**src/rtl/mem_arbiter.sv**
```systemverilog
// Two-way arbiter sharing one main-memory port between the I-cache and D-cache.
// One arbitration cycle in IDLE, then the owner's request is passed straight through.
module mem_arbiter #(
    parameter int ADDR_W    = 28,
    parameter int DATA_W    = 128,
    parameter int PRIO_MODE = 0
) (
    input  logic              clk,
    input  logic              rst_n,
    input  logic              i_read,
    input  logic              i_write,
    input  logic [ADDR_W-1:0] i_addr,
    input  logic [DATA_W-1:0] i_wdata,
    output logic [DATA_W-1:0] i_rdata,
    output logic              i_ready,
    input  logic              d_read,
    input  logic              d_write,
    input  logic [ADDR_W-1:0] d_addr,
    input  logic [DATA_W-1:0] d_wdata,
    output logic [DATA_W-1:0] d_rdata,
    output logic              d_ready,
    output logic              mem_read,
    output logic              mem_write,
    output logic [ADDR_W-1:0] mem_addr,
    output logic [DATA_W-1:0] mem_wdata,
    input  logic [DATA_W-1:0] mem_rdata,
    input  logic              mem_ready,
    output logic              arb_busy,
    output logic              arb_owner
);

    typedef enum logic [1:0] {
        IDLE    = 2'd0,
        GRANT_I = 2'd1,
        GRANT_D = 2'd2
    } state_t;

    state_t r_state;
    state_t w_state_nxt;
    logic   r_last;
    logic   w_last_nxt;
    logic   w_req_i;
    logic   w_req_d;

    assign w_req_i = i_read | i_write;
    assign w_req_d = d_read | d_write;

    assign i_rdata = mem_rdata;
    assign d_rdata = mem_rdata;

    always_ff @(posedge clk or negedge rst_n) begin
        if (!rst_n) begin
            r_state <= IDLE;
            r_last  <= 1'b1;
        end else begin
            r_state <= w_state_nxt;
            r_last  <= w_last_nxt;
        end
    end

    always_comb begin
        w_state_nxt = r_state;
        w_last_nxt  = r_last;
        mem_read    = 1'b0;
        mem_write   = 1'b0;
        mem_addr    = '0;
        mem_wdata   = '0;
        i_ready     = 1'b0;
        d_ready     = 1'b0;
        arb_busy    = 1'b0;
        arb_owner   = r_last;
        case (r_state)
            IDLE: begin
                // On a tie, D wins under fixed priority or when I was served last.
                if (w_req_i && w_req_d)
                    w_state_nxt = ((PRIO_MODE != 0) || !r_last) ? GRANT_D : GRANT_I;
                else if (w_req_i)
                    w_state_nxt = GRANT_I;
                else if (w_req_d)
                    w_state_nxt = GRANT_D;
            end
            GRANT_I: begin
                arb_busy  = 1'b1;
                arb_owner = 1'b0;
                mem_write = i_write;
                mem_read  = i_read & ~i_write;
                mem_addr  = i_addr;
                mem_wdata = i_wdata;
                if (!w_req_i) begin
                    w_state_nxt = IDLE;
                end else if (mem_ready) begin
                    i_ready     = 1'b1;
                    w_last_nxt  = 1'b0;
                    w_state_nxt = IDLE;
                end
            end
            GRANT_D: begin
                arb_busy  = 1'b1;
                arb_owner = 1'b1;
                mem_write = d_write;
                mem_read  = d_read & ~d_write;
                mem_addr  = d_addr;
                mem_wdata = d_wdata;
                if (!w_req_d) begin
                    w_state_nxt = IDLE;
                end else if (mem_ready) begin
                    d_ready     = 1'b1;
                    w_last_nxt  = 1'b1;
                    w_state_nxt = IDLE;
                end
            end
            default: w_state_nxt = IDLE;
        endcase
    end

endmodule

```
**config.mk**
```make
export PLATFORM = sky130hd
export DESIGN_NAME = mem_arbiter
export DESIGN_NICKNAME = d
export VERILOG_FILES = /design/src/rtl/mem_arbiter.sv
export SDC_FILE = /design/constraint.sdc
export NUM_CORES = 1
export LEC_CHECK = 0
export BUFFER_PORTS_ARGS = -buffer_cell sky130_fd_sc_hd__buf_2
export CAP_MARGIN = 5
export CORE_AREA = 2 2 336 338
export CTS_CLUSTER_DIAMETER = 30
export DETAILED_ROUTE_END_ITERATION = 8
export DIE_AREA = 0 0 338 340
export PLACE_DENSITY = 0.33
export RECOVER_POWER = 100
export SYNTH_ARGS = -nofsm -noshare
export SYNTH_HDL_FRONTEND = slang
export SYNTH_SLANG_ARGS = --single-unit
```
**constraint.sdc**
```tcl
create_clock -name clk -period 6.35 [get_ports clk]
set_clock_uncertainty 0.05 [all_clocks]
set_input_delay 1.27 -clock clk [delete_from_list [all_inputs] [get_ports clk]]
set_output_delay 1.27 -clock clk [all_outputs]
set_load 0.005 [all_outputs]
```
==> results of run 1 <==
-- layer usage --
layer,track usage [%],up-vias,share of wire [%]
li1,-,1926,-
met3,1.704,113,11
met5,0,-,0.37
met2,8.171,465,47
met1,5.424,1987,38
met4,2.500,20,3.6
-- logic make-up after synthesis --
group                    after synthesis  synth area share, %
AND/OR/NAND/NOR                       16                2.376
AO/OA/AOI/OAI                        167                38.11
buffers and inverters                296                54.99
multiplexers                           2               0.5857
flip-flops                             3                1.985
adder cells (fa/ha/maj)                6                1.952
-- flip-flops by register name, summed over array words and instances, names as in the netlist --
register / cells
r_last: 1
r_state: 2
-- cell type report --
cell class	count	area (um^2)	area share (%)
tap	1500	1877	31.16
multi-input combinational	191	1650	27.40
inverter	4	15.01	0.2493
sequential	3	76.32	1.267
clock buffer	4	78.83	1.309
timing repair buffer	484	2303	38.24
antenna	9	22.52	0.3739
-- power groups by stage --
stage | combinational (W) | clock (W) | sequential (W)
2_1_floorplan | 0.000730 | 0 | 0.0000375
3_3_place_gp | 0.00132 | 0 | 0.0000418
3_5_place_dp | 0.00130 | 0 | 0.0000419
4_1_cts | 0.00131 | 0.000101 | 0.0000417
5_1_grt | 0.00132 | 0.000103 | 0.0000439
6_report | 0.00120 | 0.0000996 | 0.0000413
-- worst min-delay path by stage --
stage | startpoint | endpoint | cells past startpoint
floorplan | r_state[1]$_DFFE_PN0P_ | r_state[1]$_DFFE_PN0P_ | 2
global placement | r_state[1]$_DFFE_PN0P_ | r_state[1]$_DFFE_PN0P_ | 2
detailed placement | r_state[0]$_DFFE_PN0P_ | r_state[0]$_DFFE_PN0P_ | 2
CTS | r_state[0]$_DFFE_PN0P_ | r_state[0]$_DFFE_PN0P_ | 2
global route | r_state[0]$_DFFE_PN0P_ | r_state[0]$_DFFE_PN0P_ | 2
finish | r_state[0]$_DFFE_PN0P_ | r_state[0]$_DFFE_PN0P_ | 2
-- metrics by stage --
step	hold WS [ns]	worst slack, ns	power (W)	instances	util [%]
floorplan	0.5309	3.389	0.0007677	490	-
global placement	0.6034	2.538	0.001361	2182	5.453
detailed placement	0.5925	2.514	0.001340	2182	5.453
CTS	0.6037	2.278	0.001451	2186	5.524
global route	0.6344	1.158	0.001469	2194	5.396
finish	0.6046	1.568	0.001336	2195	5.398
-- Yosys cell counts (2+ instances only) --
library cell,count
and2_1,4
ha_1,6
nor2_1,3
buf_4,257
clkbuf_1,3
nand3_1,4
o21a_1,3
inv_1,4
buf_2,31
o211ai_1,2
dfrtp_1,2
nand3b_1,2
a22o_1,157
-- worst min-delay path: stages, from the launching register on --
cell	delay, ns
dfrtp_1	0.43
nand3_1	0.10
nand3_1	0.08
==> run_results.csv, run 1 <==
group,metric,value,unit
sta,finalCriticalPeriod,4.782,ns
final_layout,layout_commonest_cell,"buf_2",
sta,tightest_slew,1.412,ns
placed_design,io_buffers,480,
worst_setup_path,timing.rr.end,"r_last$_DFFE_PN1P_",
worst_setup_path,crit_path_start,"r_state[1]$_DFFE_PN0P_",
flow_run,drv_cap,0,
worst_setup_path,cp_max_fo,96,
cts,cts.path.max_buffers,2,
worst_setup_path,path_cells,"inv_1 > ha_1 > and2_0 > buf_12 > a22o_1 > clkbuf_1",
cts,clock_latency,0.22,ns
sta,max_freq,209.1,MHz
final_layout,area_growth,56.65,%
placed_design,gp_congestion,0.8129,
synth,synth-seq-area-share,1.985,%
cts,clock_sinks,3,
worst_setup_path,r2r-start,"r_state[0]$_DFFE_PN0P_",
placed_design,place_area,0.006085,mm^2
worst_setup_path,critical_path.endpoint_type,"output pin",
detailed_routing,wl,31.16,mm
synth,mappedNetlistArea,0.003845,mm^2
die,die_y,340,um
synth,synthTopCellsByArea,"buf_4 (50%), a22o_1 (36%), buf_2 (4.0%)",
pwr,power_frac_seq,3.1,%
worst_setup_path,max_stage_delay,1.09,ns
pwr,ir_drop,194.2,uV
global_routing,antenna_found_initial,27,
worst_setup_path,cp-start-kind,"flop",
detailed_routing,vias_per_cell,2.055,
sta,drv_slew,0,
cts,holdBufCountCts,0,
detailed_routing,ant_nets,0,
detailed_routing,dr.first_iter.drc_count,229,
worst_setup_path,rr_worst_depth,5,
global_routing,grt_start_max_net_pins,96,
synth,syn-num-nets,943,
die,ioPinCount,865,
sta,finalCritPeriodShare,75.31,%
synth,ys_seq_elements,3,
synth,synth-async-reset-ratio,100.0,%
final_layout,layout_common_cells,"buf_2 (357), a22o_1 (157), clkbuf_1 (124)",
synth,synthFlopType,"dfrtp_1",
worst_setup_path,path_class,"flop to output pin",
global_routing,grt_use_total,4.876,%
worst_setup_path,arrival,3.46,ns
synth,synthCells,490,
pwr,power_leakage,2.387,nW
cts,h-tree-depth,1,
run_status,status,"finished, final reports clean",
global_routing,overflow,0,
detailed_routing,drc,0,
die,die-area,0.1149,mm^2
final_layout,final_area,0.006023,mm^2
worst_setup_path,crit_family,"simple AND/OR/NAND/NOR gates",
sta,slew_headroom,5.805,%
die,die-width,338,um
synth,synth_cell_types,25,
pwr,switchingPower,0.0007274,W
die,rows,123,
cts,cts.repair.resized,0,
worst_setup_path,critPathSlowestCell,"and2_0",
pwr,sw_frac_of_total,54.44,%
sta,finalHoldViolCount,0,
min_path,hp-class,"flop to flop",
worst_setup_path,crit_buf_inv,3,
synth,avgSynthCellArea,7.847,um^2
sta,finalSetupTns,0,ns
cts,cts-root-buf,"clkbuf_16",
detailed_routing,dr.pass1.iters,4,
detailed_routing,avgRoutedWirePerCell,14.19,um
pwr,p_per_area,221.8,mW/mm^2
global_routing,grt_pass1_vias,4327,
final_layout,final_layout_size_suffix_gt1_share,53.50,%
global_routing,grt_pass1_wl,37.46,mm
cts,clk_pin_slew,0.03,ns
synth,yosysTopAreaCell,"buf_4",
cts,cts_buffers,3,
final_layout,nFillCells,13290,
cts,post_cts_buffers,0,
detailed_routing,dr_total_vias,4511,
sta,setup-violations-final,0,
synth,yosys_warnings,0,
die,start_util,3.446,%
placed_design,dp_hpwl,27.69,mm
worst_setup_path,reg2reg_slack,4.37,ns
sta,rsz0062_at_grt,"false",
die,core-area,0.1116,mm^2
synth,synth_edf_count,0,
worst_setup_path,worst_ep_required_time,5.03,ns
synth,yosys.area.top_type_share,50.18,%
pwr,internal-power,0.0006087,W
worst_setup_path,cp-endpoint,"mem_wdata[59]",
final_layout,final_net_count,1140,
pwr,combPwrFrac,89.4,%
worst_setup_path,cp.depth,6,
pwr,p_clk_share,7.5,%
cts,cts_tree,"built",
Power figures use the tool's default switching activity.
==> inputs of run 2 (changes only) <==
CORE_AREA = 2 2 334 336   (was 2 2 336 338)
DIE_AREA = 0 0 336 338   (was 0 0 338 340)
clock period = 4.1 ns   (was 6.35 ns; I/O delays follow)
==> run 2 against run 1 <==
Net effect:
- combinational power increased by 88%
- sequential power up 57%
- flip-flop and latch count is the same
- non-clock buffer count is 2 higher
- via count up 1.7%
- die area shrank 1.2%
==> run_results.csv, run 2 (synthesis gave the netlist of run 1 again) <==
group,metric,value,unit
final_layout,multiInputGateArea,0.001652,mm^2
min_path,hp-class,"input pin to async pin",
sta,finalHoldViolCount,0,
sta,finalCriticalPeriod,3.790,ns
cts,cts.repair.resized,0,
final_layout,largest_register_ffs,2,
pwr,p_clk_share,6.3,%
global_routing,grt_pass1_vias,4619,
pwr,switchingPower,0.001512,W
placed_design,post-place-ws,0.7362,ns
detailed_routing,drt-met1-wl,17.78,mm
cts,post_cts_buffers,0,
sta,finalSetupTns,0,ns
die,die_y,338,um
flow_run,drv_cap,0,
pwr,power_leakage,2.343,nW
cts,cts.path.max_buffers,2,
sta,setup-violations-final,0,
final_layout,final_layout_size_suffix_gt1_share,51.74,%
detailed_routing,drc,0,
die,die-width,336,um
final_layout,top_regs,"r_state (2), r_last (1)",
cts,h-tree-depth,1,
pwr,p_per_area,409.8,mW/mm^2
final_layout,layout_common_cells,"buf_2 (343), a22o_1 (157), clkbuf_1 (138)",
worst_setup_path,cp_max_fo,31,
cts,cts-root-buf,"clkbuf_16",
cts,cts_buffers,3,
run_status,status,"finished, final reports clean",
worst_setup_path,path_class,"flop to output pin",
sta,drv_slew,0,
global_routing,overflow,0,
cts,clock_latency,0.22,ns
placed_design,io_buffers,480,
sta,finalCritPeriodShare,92.43,%
die,rows,122,
detailed_routing,dr.pass1.iters,4,
final_layout,final_net_count,1142,
die,core-area,0.1101,mm^2
sta,rsz0062_at_grt,"false",
placed_design,gp_congestion,0.7498,
detailed_routing,avgRoutedWirePerCell,18.62,um
worst_setup_path,cp-start-kind,"flop",
sta,max_freq,263.9,MHz
sta,slew_headroom,62.27,%
detailed_routing,vias_per_cell,2.102,
final_layout,nFillCells,13130,
cts,holdBufCountCts,0,
pwr,internal-power,0.0009585,W
final_layout,regArea,76.32,um^2
detailed_routing,dr_total_vias,4588,
detailed_routing,ant_nets,0,
detailed_routing,wl_met2,18.03,mm
detailed_routing,wl,40.65,mm
detailed_routing,highest_layer,"met5",
placed_design,dp_hpwl,36.94,mm
pwr,ir_drop,151.7,uV
final_layout,area_growth,56.75,%
worst_setup_path,critical_path.endpoint_type,"output pin",
final_layout,layout_commonest_cell,"buf_2",
pwr,power,0.002470,W
global_routing,grt_pass1_wl,48.23,mm
detailed_routing,dr_wl_met3,3.666,mm
die,start_util,3.494,%
die,ioPinCount,865,
pwr,sw_frac_of_total,61.20,%
worst_setup_path,arrival,2.92,ns
pwr,power_frac_seq,2.6,%
global_routing,grt_use_total,6.602,%
sta,tightest_slew,0.5660,ns
cts,clock_sinks,3,
worst_setup_path,worst_ep_required_time,3.23,ns
detailed_routing,dr.first_iter.drc_count,174,
die,die-area,0.1136,mm^2
cts,clk_pin_slew,0.03,ns
sta,fin_ws,0.3104,ns
pwr,combPwrFrac,91.1,%
global_routing,antenna_found_initial,17,
cts,cts_tree,"built",
final_layout,largest_register,"r_state",
global_routing,grt_start_max_net_pins,62,
run 2: final timing paths:
| path | startpoint | endpoint | slack [ns] | depth (start not counted) |
|---|---|---|---|---|
| setup / recovery | r_state[0]$_DFFE_PN0P_ | mem_wdata[40] | 0.31 | 6 |
| hold / removal | rst_n | r_state[1]$_DFFE_PN0P_ | 0.36 | 1 |
| setup reg to reg | r_state[0]$_DFFE_PN0P_ | r_last$_DFFE_PN1P_ | 2.10 | 5 |
| hold reg to reg | r_state[1]$_DFFE_PN0P_ | r_state[1]$_DFFE_PN0P_ | 0.60 | 2 |
| max in group asynchronous | rst_n | r_last$_DFFE_PN1P_ | 3.40 | 1 |
| min in group clk | r_state[1]$_DFFE_PN0P_ | r_state[1]$_DFFE_PN0P_ | 0.60 | 2 |
run 2: per-stage QoR:
step	hold slack, ns	area, um^2	cells	util, %
floorplan	0.4744	3845	490	-
global placement	0.5754	6110	2172	5.551
detailed placement	0.5780	6110	2172	5.551
CTS	0.3400	6188	2176	5.623
global route	0.3751	6017	2179	5.467
finish	0.3602	6027	2183	5.476
run 2: critical path, stage by stage (launching register included):
cell      delay, ns
dfrtp_1        0.45
inv_1          0.12
ha_1           0.41
and2_2         0.54
buf_4          0.46
a22o_1         0.30
clkbuf_1       0.38
run 2: layer usage:
metal  vias up  global-route usage [%]
li1       1928                       -
met1      2079                   8.412
met2       492                   10.58
met3        83                   1.934
met4         6                   2.242
met5         -                       0
run 2: layout make-up:
| class | instances | area share, % |
|---|---|---|
| inverter | 4 | 0.2491 |
| multi-input combinational | 191 | 27.40 |
| tap | 1488 | 30.89 |
| clock buffer | 4 | 1.308 |
| sequential | 3 | 1.266 |
| timing repair buffer | 486 | 38.59 |
| antenna | 7 | 0.2906 |
run 2: power groups by stage:
stage          combinational (W)  clock, W  sequential (W)
2_1_floorplan            0.00113         0       0.0000581
3_3_place_gp             0.00249         0       0.0000661
3_5_place_dp             0.00246         0       0.0000654
4_1_cts                  0.00248  0.000159       0.0000654
5_1_grt                  0.00244  0.000163       0.0000674
6_report                 0.00225  0.000156       0.0000650
